**config.mk**
```make
export PLATFORM = sky130hd
export DESIGN_NAME = alu_muldiv_flat
export DESIGN_NICKNAME = d
export VERILOG_FILES = /design/src/rtl/alu_muldiv_if.sv /design/src/rtl/alu_muldiv.sv /design/src/flat_wrapper.sv
export SDC_FILE = /design/constraint.sdc
export NUM_CORES = 2
export LEC_CHECK = 0
export BUFFER_PORTS_ARGS = -buffer_cell sky130_fd_sc_hd__buf_2
export CORE_UTILIZATION = 50
export CTS_BUF_LIST = sky130_fd_sc_hd__clkbuf_4
export CTS_CLUSTER_DIAMETER = 200
export DETAILED_ROUTE_END_ITERATION = 8
export MAX_ROUTING_LAYER = met4
export PLACE_DENSITY = 0.67
export REMOVE_ABC_BUFFERS = 1
export SYNTH_ARGS = -nofsm -noshare
export SYNTH_HDL_FRONTEND = slang
export SYNTH_SLANG_ARGS = --single-unit
```
**constraint.sdc**
```tcl
create_clock -name clk -period 7.8 [get_ports clk]
set_clock_uncertainty 0.1 [all_clocks]
set_input_delay 2.34 -clock clk [delete_from_list [all_inputs] [get_ports clk]]
set_output_delay 2.34 -clock clk [all_outputs]
set_load 0.005 [all_outputs]
```
**src/rtl/alu_muldiv_if.sv**
```systemverilog
// Handshake and operand/result bundle between the issue stage and the execute ALU.
// The master drives operations and kill; the slave returns the handshake and the result.
interface alu_muldiv_if #(
    parameter int XLEN = 32
);
    logic            in_valid;
    logic            in_ready;
    logic            kill;
    logic [XLEN-1:0] A;
    logic [XLEN-1:0] B;
    logic [6:0]      funct7;
    logic [2:0]      funct3;
    logic [1:0]      alu_op;
    logic            out_valid;
    logic [XLEN-1:0] C;
    logic            zero;
    logic            busy;

    modport master (
        output in_valid, kill, A, B, funct7, funct3, alu_op,
        input  in_ready, out_valid, C, zero, busy
    );

    modport slave (
        input  in_valid, kill, A, B, funct7, funct3, alu_op,
        output in_ready, out_valid, C, zero, busy
    );
endinterface

```
**src/rtl/alu_muldiv.sv**
```systemverilog
// Execute-stage ALU: single-cycle base integer ops plus an iterative M-extension engine
// (shift-add multiply, restoring divide) behind a valid/ready handshake.
module alu_muldiv #(
    parameter int XLEN = 32
) (
    input logic         clk,
    input logic         rst,
    alu_muldiv_if.slave bus
);
    localparam int SHW = $clog2(XLEN);
    localparam logic [1:0] S_IDLE = 2'd0;
    localparam logic [1:0] S_CALC = 2'd1;
    localparam logic [1:0] S_FIX  = 2'd2;
    localparam logic [SHW:0]    CNT_LAST = (SHW+1)'(XLEN - 1);
    localparam logic [XLEN-1:0] MIN_NEG  = {1'b1, {(XLEN-1){1'b0}}};

    logic [1:0]        r_state;
    logic [SHW:0]      r_cnt;
    logic [2*XLEN-1:0] r_acc;
    logic [XLEN-1:0]   r_ma, r_mb, r_c;
    logic              r_sa, r_sb, r_out_valid;
    logic [2:0]        r_f3;

    logic              w_idle, w_accept, w_a_signed, w_b_signed, w_sa, w_sb;
    logic [SHW-1:0]    w_shamt;
    logic [XLEN-1:0]   w_base, w_ma, w_mb, w_m_result;
    logic [XLEN:0]     w_mul_sum, w_div_shift, w_div_diff;
    logic [2*XLEN-1:0] w_acc_next, w_prod;
    logic [XLEN-1:0]   w_quo, w_rem, w_a_orig;
    logic              w_b_zero, w_ovf;

    assign w_idle   = (r_state == S_IDLE);
    assign w_accept = w_idle & bus.in_valid & ~bus.kill;
    assign w_shamt  = bus.B[SHW-1:0];

    // Signedness by funct3: MUL/MULH/DIV/REM both signed, MULHSU only A, the rest unsigned.
    assign w_a_signed = bus.funct3[2] ? ~bus.funct3[0] : (bus.funct3[1:0] != 2'b11);
    assign w_b_signed = bus.funct3[2] ? ~bus.funct3[0] : ~bus.funct3[1];
    assign w_sa = w_a_signed & bus.A[XLEN-1];
    assign w_sb = w_b_signed & bus.B[XLEN-1];
    assign w_ma = w_sa ? -bus.A : bus.A;
    assign w_mb = w_sb ? -bus.B : bus.B;

    always_comb begin
        // NOTE: default first so every path assigns w_base and no latch is inferred.
        w_base = bus.A + bus.B;
        case (bus.alu_op)
            2'b00: w_base = bus.A + bus.B;
            2'b01: w_base = bus.A - bus.B;
            default: begin
                case (bus.funct3)
                    3'b000: w_base = bus.funct7[5] ? bus.A - bus.B : bus.A + bus.B;
                    3'b001: w_base = bus.A << w_shamt;
                    3'b010: w_base = {{(XLEN-1){1'b0}}, $signed(bus.A) < $signed(bus.B)};
                    3'b011: w_base = {{(XLEN-1){1'b0}}, bus.A < bus.B};
                    3'b100: w_base = bus.A ^ bus.B;
                    3'b101: w_base = bus.funct7[5] ? $unsigned($signed(bus.A) >>> w_shamt)
                                                   : bus.A >> w_shamt;
                    3'b110: w_base = bus.A | bus.B;
                    default: w_base = bus.A & bus.B;
                endcase
            end
        endcase
    end

    // Multiply: acc = {partial product, multiplier}; divide: acc = {remainder, dividend/quotient}.
    assign w_mul_sum   = {1'b0, r_acc[2*XLEN-1:XLEN]} + (r_acc[0] ? {1'b0, r_ma} : '0);
    assign w_div_shift = r_acc[2*XLEN-1:XLEN-1];
    assign w_div_diff  = w_div_shift - {1'b0, r_mb};
    assign w_acc_next  = r_f3[2]
        ? {(w_div_diff[XLEN] ? w_div_shift[XLEN-1:0] : w_div_diff[XLEN-1:0]),
           r_acc[XLEN-2:0], ~w_div_diff[XLEN]}
        : {w_mul_sum, r_acc[XLEN-1:1]};

    assign w_prod   = (r_sa ^ r_sb) ? -r_acc : r_acc;
    assign w_quo    = (r_sa ^ r_sb) ? -r_acc[XLEN-1:0] : r_acc[XLEN-1:0];
    assign w_rem    = r_sa ? -r_acc[2*XLEN-1:XLEN] : r_acc[2*XLEN-1:XLEN];
    assign w_a_orig = r_sa ? -r_ma : r_ma;
    assign w_b_zero = (r_mb == '0);
    assign w_ovf    = r_sa & r_sb & (r_ma == MIN_NEG) & (r_mb == XLEN'(1));

    always_comb begin
        w_m_result = w_prod[XLEN-1:0];
        case (r_f3)
            3'b000:         w_m_result = w_prod[XLEN-1:0];
            3'b100, 3'b101: w_m_result = w_b_zero ? '1 : (w_ovf ? MIN_NEG : w_quo);
            3'b110, 3'b111: w_m_result = w_b_zero ? w_a_orig : (w_ovf ? '0 : w_rem);
            default:        w_m_result = w_prod[2*XLEN-1:XLEN];
        endcase
    end

    // NOTE: sequential state uses non-blocking assignments so all registers update together.
    always_ff @(posedge clk or posedge rst) begin
        if (rst) begin
            r_state     <= S_IDLE;
            r_cnt       <= '0;
            r_acc       <= '0;
            r_ma        <= '0;
            r_mb        <= '0;
            r_sa        <= 1'b0;
            r_sb        <= 1'b0;
            r_f3        <= '0;
            r_c         <= '0;
            r_out_valid <= 1'b0;
        end else begin
            r_out_valid <= 1'b0;
            case (r_state)
                S_IDLE: begin
                    if (w_accept) begin
                        if (bus.alu_op == 2'b11) begin
                            r_ma    <= w_ma;
                            r_mb    <= w_mb;
                            r_sa    <= w_sa;
                            r_sb    <= w_sb;
                            r_f3    <= bus.funct3;
                            r_acc   <= {{XLEN{1'b0}}, (bus.funct3[2] ? w_ma : w_mb)};
                            r_cnt   <= '0;
                            r_state <= S_CALC;
                        end else begin
                            r_c         <= w_base;
                            r_out_valid <= 1'b1;
                        end
                    end
                end
                S_CALC: begin
                    if (bus.kill) begin
                        r_state <= S_IDLE;
                    end else begin
                        r_acc <= w_acc_next;
                        r_cnt <= r_cnt + (SHW+1)'(1);
                        if (r_cnt == CNT_LAST) r_state <= S_FIX;
                    end
                end
                S_FIX: begin
                    r_state <= S_IDLE;
                    if (!bus.kill) begin
                        r_c         <= w_m_result;
                        r_out_valid <= 1'b1;
                    end
                end
                default: r_state <= S_IDLE;
            endcase
        end
    end

    assign bus.in_ready  = w_idle;
    assign bus.busy      = ~w_idle;
    assign bus.out_valid = r_out_valid;
    assign bus.C         = r_c;
    assign bus.zero      = (r_c == '0);
endmodule
```
**src/flat_wrapper.sv**
```systemverilog
// flat-port wrapper written by rule: the top's interface ports become plain ports
module alu_muldiv_flat 
#(
    parameter int XLEN = 32
)
  (clk, rst, bus_in_valid, bus_kill, bus_A, bus_B, bus_funct7, bus_funct3, bus_alu_op, bus_in_ready, bus_out_valid, bus_C, bus_zero, bus_busy);
  alu_muldiv_if #(.XLEN(XLEN)) bus_i ();
  input logic clk;
  input logic rst;
  input wire logic [$bits(bus_i.in_valid)-1:0] bus_in_valid;
  input wire logic [$bits(bus_i.kill)-1:0] bus_kill;
  input wire logic [$bits(bus_i.A)-1:0] bus_A;
  input wire logic [$bits(bus_i.B)-1:0] bus_B;
  input wire logic [$bits(bus_i.funct7)-1:0] bus_funct7;
  input wire logic [$bits(bus_i.funct3)-1:0] bus_funct3;
  input wire logic [$bits(bus_i.alu_op)-1:0] bus_alu_op;
  output wire logic [$bits(bus_i.in_ready)-1:0] bus_in_ready;
  output wire logic [$bits(bus_i.out_valid)-1:0] bus_out_valid;
  output wire logic [$bits(bus_i.C)-1:0] bus_C;
  output wire logic [$bits(bus_i.zero)-1:0] bus_zero;
  output wire logic [$bits(bus_i.busy)-1:0] bus_busy;
  assign bus_i.in_valid = bus_in_valid;
  assign bus_i.kill = bus_kill;
  assign bus_i.A = bus_A;
  assign bus_i.B = bus_B;
  assign bus_i.funct7 = bus_funct7;
  assign bus_i.funct3 = bus_funct3;
  assign bus_i.alu_op = bus_alu_op;
  assign bus_in_ready = bus_i.in_ready;
  assign bus_out_valid = bus_i.out_valid;
  assign bus_C = bus_i.C;
  assign bus_zero = bus_i.zero;
  assign bus_busy = bus_i.busy;
  alu_muldiv #(.XLEN(XLEN)) u_core (.clk(clk), .rst(rst), .bus(bus_i));
endmodule
```
==> impl_metrics.yaml <==
outcome:
  outcome: "finished with violations"
  violations: "design-rule violations"
setup_path:
  crit_fanout: 11
  critPathArrivalTime_ps: 6980
  worstPathRequired_ps: 8320
  end_kind: "register"
  cp_cell_sequence: "buf_2 -> inv_1 -> ha_1 -> nor2_1 -> o311ai_0 -> a211oi_1 -> o211ai_1 -> a21oi_1 -> nor4_1 -> o21bai_1 -> a21oi_1 -> o221ai_1 -> a31oi_1"
  slowest_stage: "o311ai_0"
  start_kind: "primary input"
  crit_top_cell: "a21oi_1"
  crit_family: "compound AO/OA/AOI/OAI gates"
  path_class: "primary input to register"
  path_buf_inv: 2
  cpPeakStageDelay_ps: 860
yosys:
  synth_top_cells_by_count: "o21ai_0 (337), nand2_1 (325), nor2_1 (312), a21oi_1 (276), clkbuf_1 (244)"
  synth-edff-count: 0
  synth_warnings: 0
  synth_top_area_frac: 0.167
  synth.avg_cell_area_um2: 7.36
  synth_area_leaders: "dfrtp_1 (17%), ha_1 (8.0%), o21ai_0 (6.5%)"
  yosysMostFrequentCell: "o21ai_0"
  synth_cells: 3553
  yosys.area.top_type: "dfrtp_1"
  synth-seq-cells: 174
  synth_seq_area_share: 0.167
  synth_ff_type: "dfrtp_1"
  syn_area_um2: 26100
  async_flop_share: 1.00
  synth_cell_type_count: 84
layout:
  nNetsFinal: 3720
  final_util: 0.531
  fillCellCount: 5135
  drive_above_1_share: 0.0934
  final_area_um2: 27400
  syn_to_final_growth_pct: 4.68
timing:
  fin_tns_setup_ps: 0
  finalSetupViolations: 0
  max_slew_margin: 0.255
  period_needed_ps: 6470
  hold_slack_ps: 430
  worst_pin_slew_ps: 1110
  max_freq_mhz: 155
  hold_viol: 0
  rsz0062_at_grt: "no"
  fin_crit_sh: 0.829
  drv_slew: 0
detailed_routing:
  drtIter0Drc: 3579
  drt_wl_total_mm: 120
  drt.antenna.violating_nets: 0
  avgViaCountPerCell: 7.00
  vias: 29200
  drc: 2
  wl_per_cell_um: 28.8
  dr.pass1.iters: 9
clock_tree:
  cts_buffer_depth: 2
  clk_latency_ps: 680
  cts_max_level: 4
  cts_buffers: 17
  root_buffer: "clkbuf_4"
  ctsResizeCount: 0
  cts.sinks: 174
  cts_setup_buffers: 0
  cts_tree: "built"
  clk_pin_slew_worst_paths_ps: 160
  holdBufCountCts: 0
global_route:
  grt_pass1_wl_mm: 176
  grt_use_total: 0.456
  antenna_found_initial: 5
  grt_overflow_total: 0
  grt_pass1_vias: 27200
  grt_max_degree: 97
floorplan:
  start_util: 0.508
  die_x_um: 231
  rows: 83
  die_area_um2: 53200
  core_region_area_um2: 51500
  die_y_um: 231
  ios: 116
pwr:
  power_density_nw_per_um2: 246
  power_frac_clock: 0.090
  max-vdd-ir-drop_mv: 0.173
  finalPower_mw: 6.73
  p_comb_frac: 0.661
  netSwitchingPower_mw: 3.61
  switching_share: 0.536
  p_seq_frac: 0.248
  p_int_mw: 3.12
  p_leak_nw: 11.5
place:
  routabilityCongestion: 1.11
  place_area_um2: 27000
  hpwl_mm: 93.0
  io_buffers: 109
run:
  drv_cap: 0
min_path:
  hp-class: "register to register"
-- tightest hold or removal path: cells and delay by family (launching register included) --
family           cells  cell delay, ps
AND/OR/NAND/NOR      2             110
flip-flops           1             410
-- layer usage --
layer | vias up | track usage | share of wire
met5 | - | - | 0
met3 | 436 | 0.0636 | 0.088
met1 | 14000 | 0.556 | 0.39
li1 | 12800 | - | -
met2 | 1856 | 0.702 | 0.45
met4 | 0 | 0.309 | 0.079
-- path summary, 6_finish.rpt --
path / start / slack [ps] / cells past startpoint / end
worst max-delay path: bus_A[2] / 1330 / 13 / u_core.bus.C[0]
worst min-delay path: u_core.bus.C[3] / 430 / 2 / u_core.bus.C[3]
worst max register to register: u_core.r_mb[0] / 2800 / 15 / u_core.r_acc[56]
worst min register to register: u_core.bus.C[3] / 430 / 2 / u_core.bus.C[3]
max in group asynchronous: rst / 4690 / 3 / u_core.r_mb[29]
min in group asynchronous: rst / 1550 / 2 / u_core.r_mb[3]
-- placed cells by master (no fill, tap or decap), types with 16 or more instances in the layout --
cell	instances
a221oi_1	17
a211oi_1	39
o211ai_1	27
xnor2_1	159
o21ai_0	335
nor2_1	311
o31ai_1	51
o221ai_1	27
buf_4	80
nor2b_1	31
a21oi_1	276
mux2i_1	128
o22ai_1	45
a22o_1	19
nand4_1	21
ha_1	167
buf_2	107
xor2_1	119
nand2_1	325
or4_1	22
clkbuf_4	18
o21a_1	26
and2_1	43
dfrtp_1	173
nand3_1	64
or2_2	20
a22oi_1	37
a21o_1	57
a31oi_1	55
or3_1	34
a221o_1	16
nand2b_1	51
inv_1	150
nor3_1	83
mux4_2	59
o21bai_1	20
nor4_1	43
-- power groups by stage --
stage	combinational [mW]	clock (mW)	sequential, mW
floorplan	3.04	0	1.49
global placement	4.22	0	1.65
detailed placement	4.29	0	1.66
CTS	4.32	0.606	1.64
global route	4.80	0.639	1.69
finish	4.45	0.609	1.67
-- through the flow --
stage          worst slack (ps)  instances
6_report                   1330       4166
4_1_cts                    1640       4161
3_5_place_dp                937       4129
2_1_floorplan               643       3262
5_1_grt                    1380       4165
3_3_place_gp                944       4129
-- layout make-up --
class,count,area (um^2),area share
Inverter,156,593,0.0217
Clock inverter,14,180,0.00658
Sequential cell,174,4360,0.159
Tap cell,680,851,0.0311
Timing Repair Buffer,187,1140,0.0415
Multi-Input combinational cell,2932,20100,0.735
Antenna cell,5,12.5,0.000457
Clock buffer,18,135,0.00494
-- logic make-up (layout without fill, tap and decap cells) --
| logic type | Yosys count | in the layout | synth area share |
|---|---|---|---|
| other cells | 0 | 5 | 0 |
| mux | 195 | 195 | 0.103 |
| simple gates | 1098 | 1098 | 0.198 |
| buf+inv | 447 | 375 | 0.0656 |
| compound gates | 1189 | 1189 | 0.290 |
| xor+xnor | 278 | 278 | 0.0931 |
| fa+ha+maj | 172 | 172 | 0.0835 |
| flops | 174 | 174 | 0.167 |
-- flip-flops by register name (all words and copies together), names as in the netlist, 2 cells and up --
register / count
u_core.bus.C: 32
u_core.r_acc: 64
u_core.r_cnt: 6
u_core.r_f3: 3
u_core.r_ma: 32
u_core.r_mb: 32
u_core.r_state: 2
(Power assumes the default switching activity.)
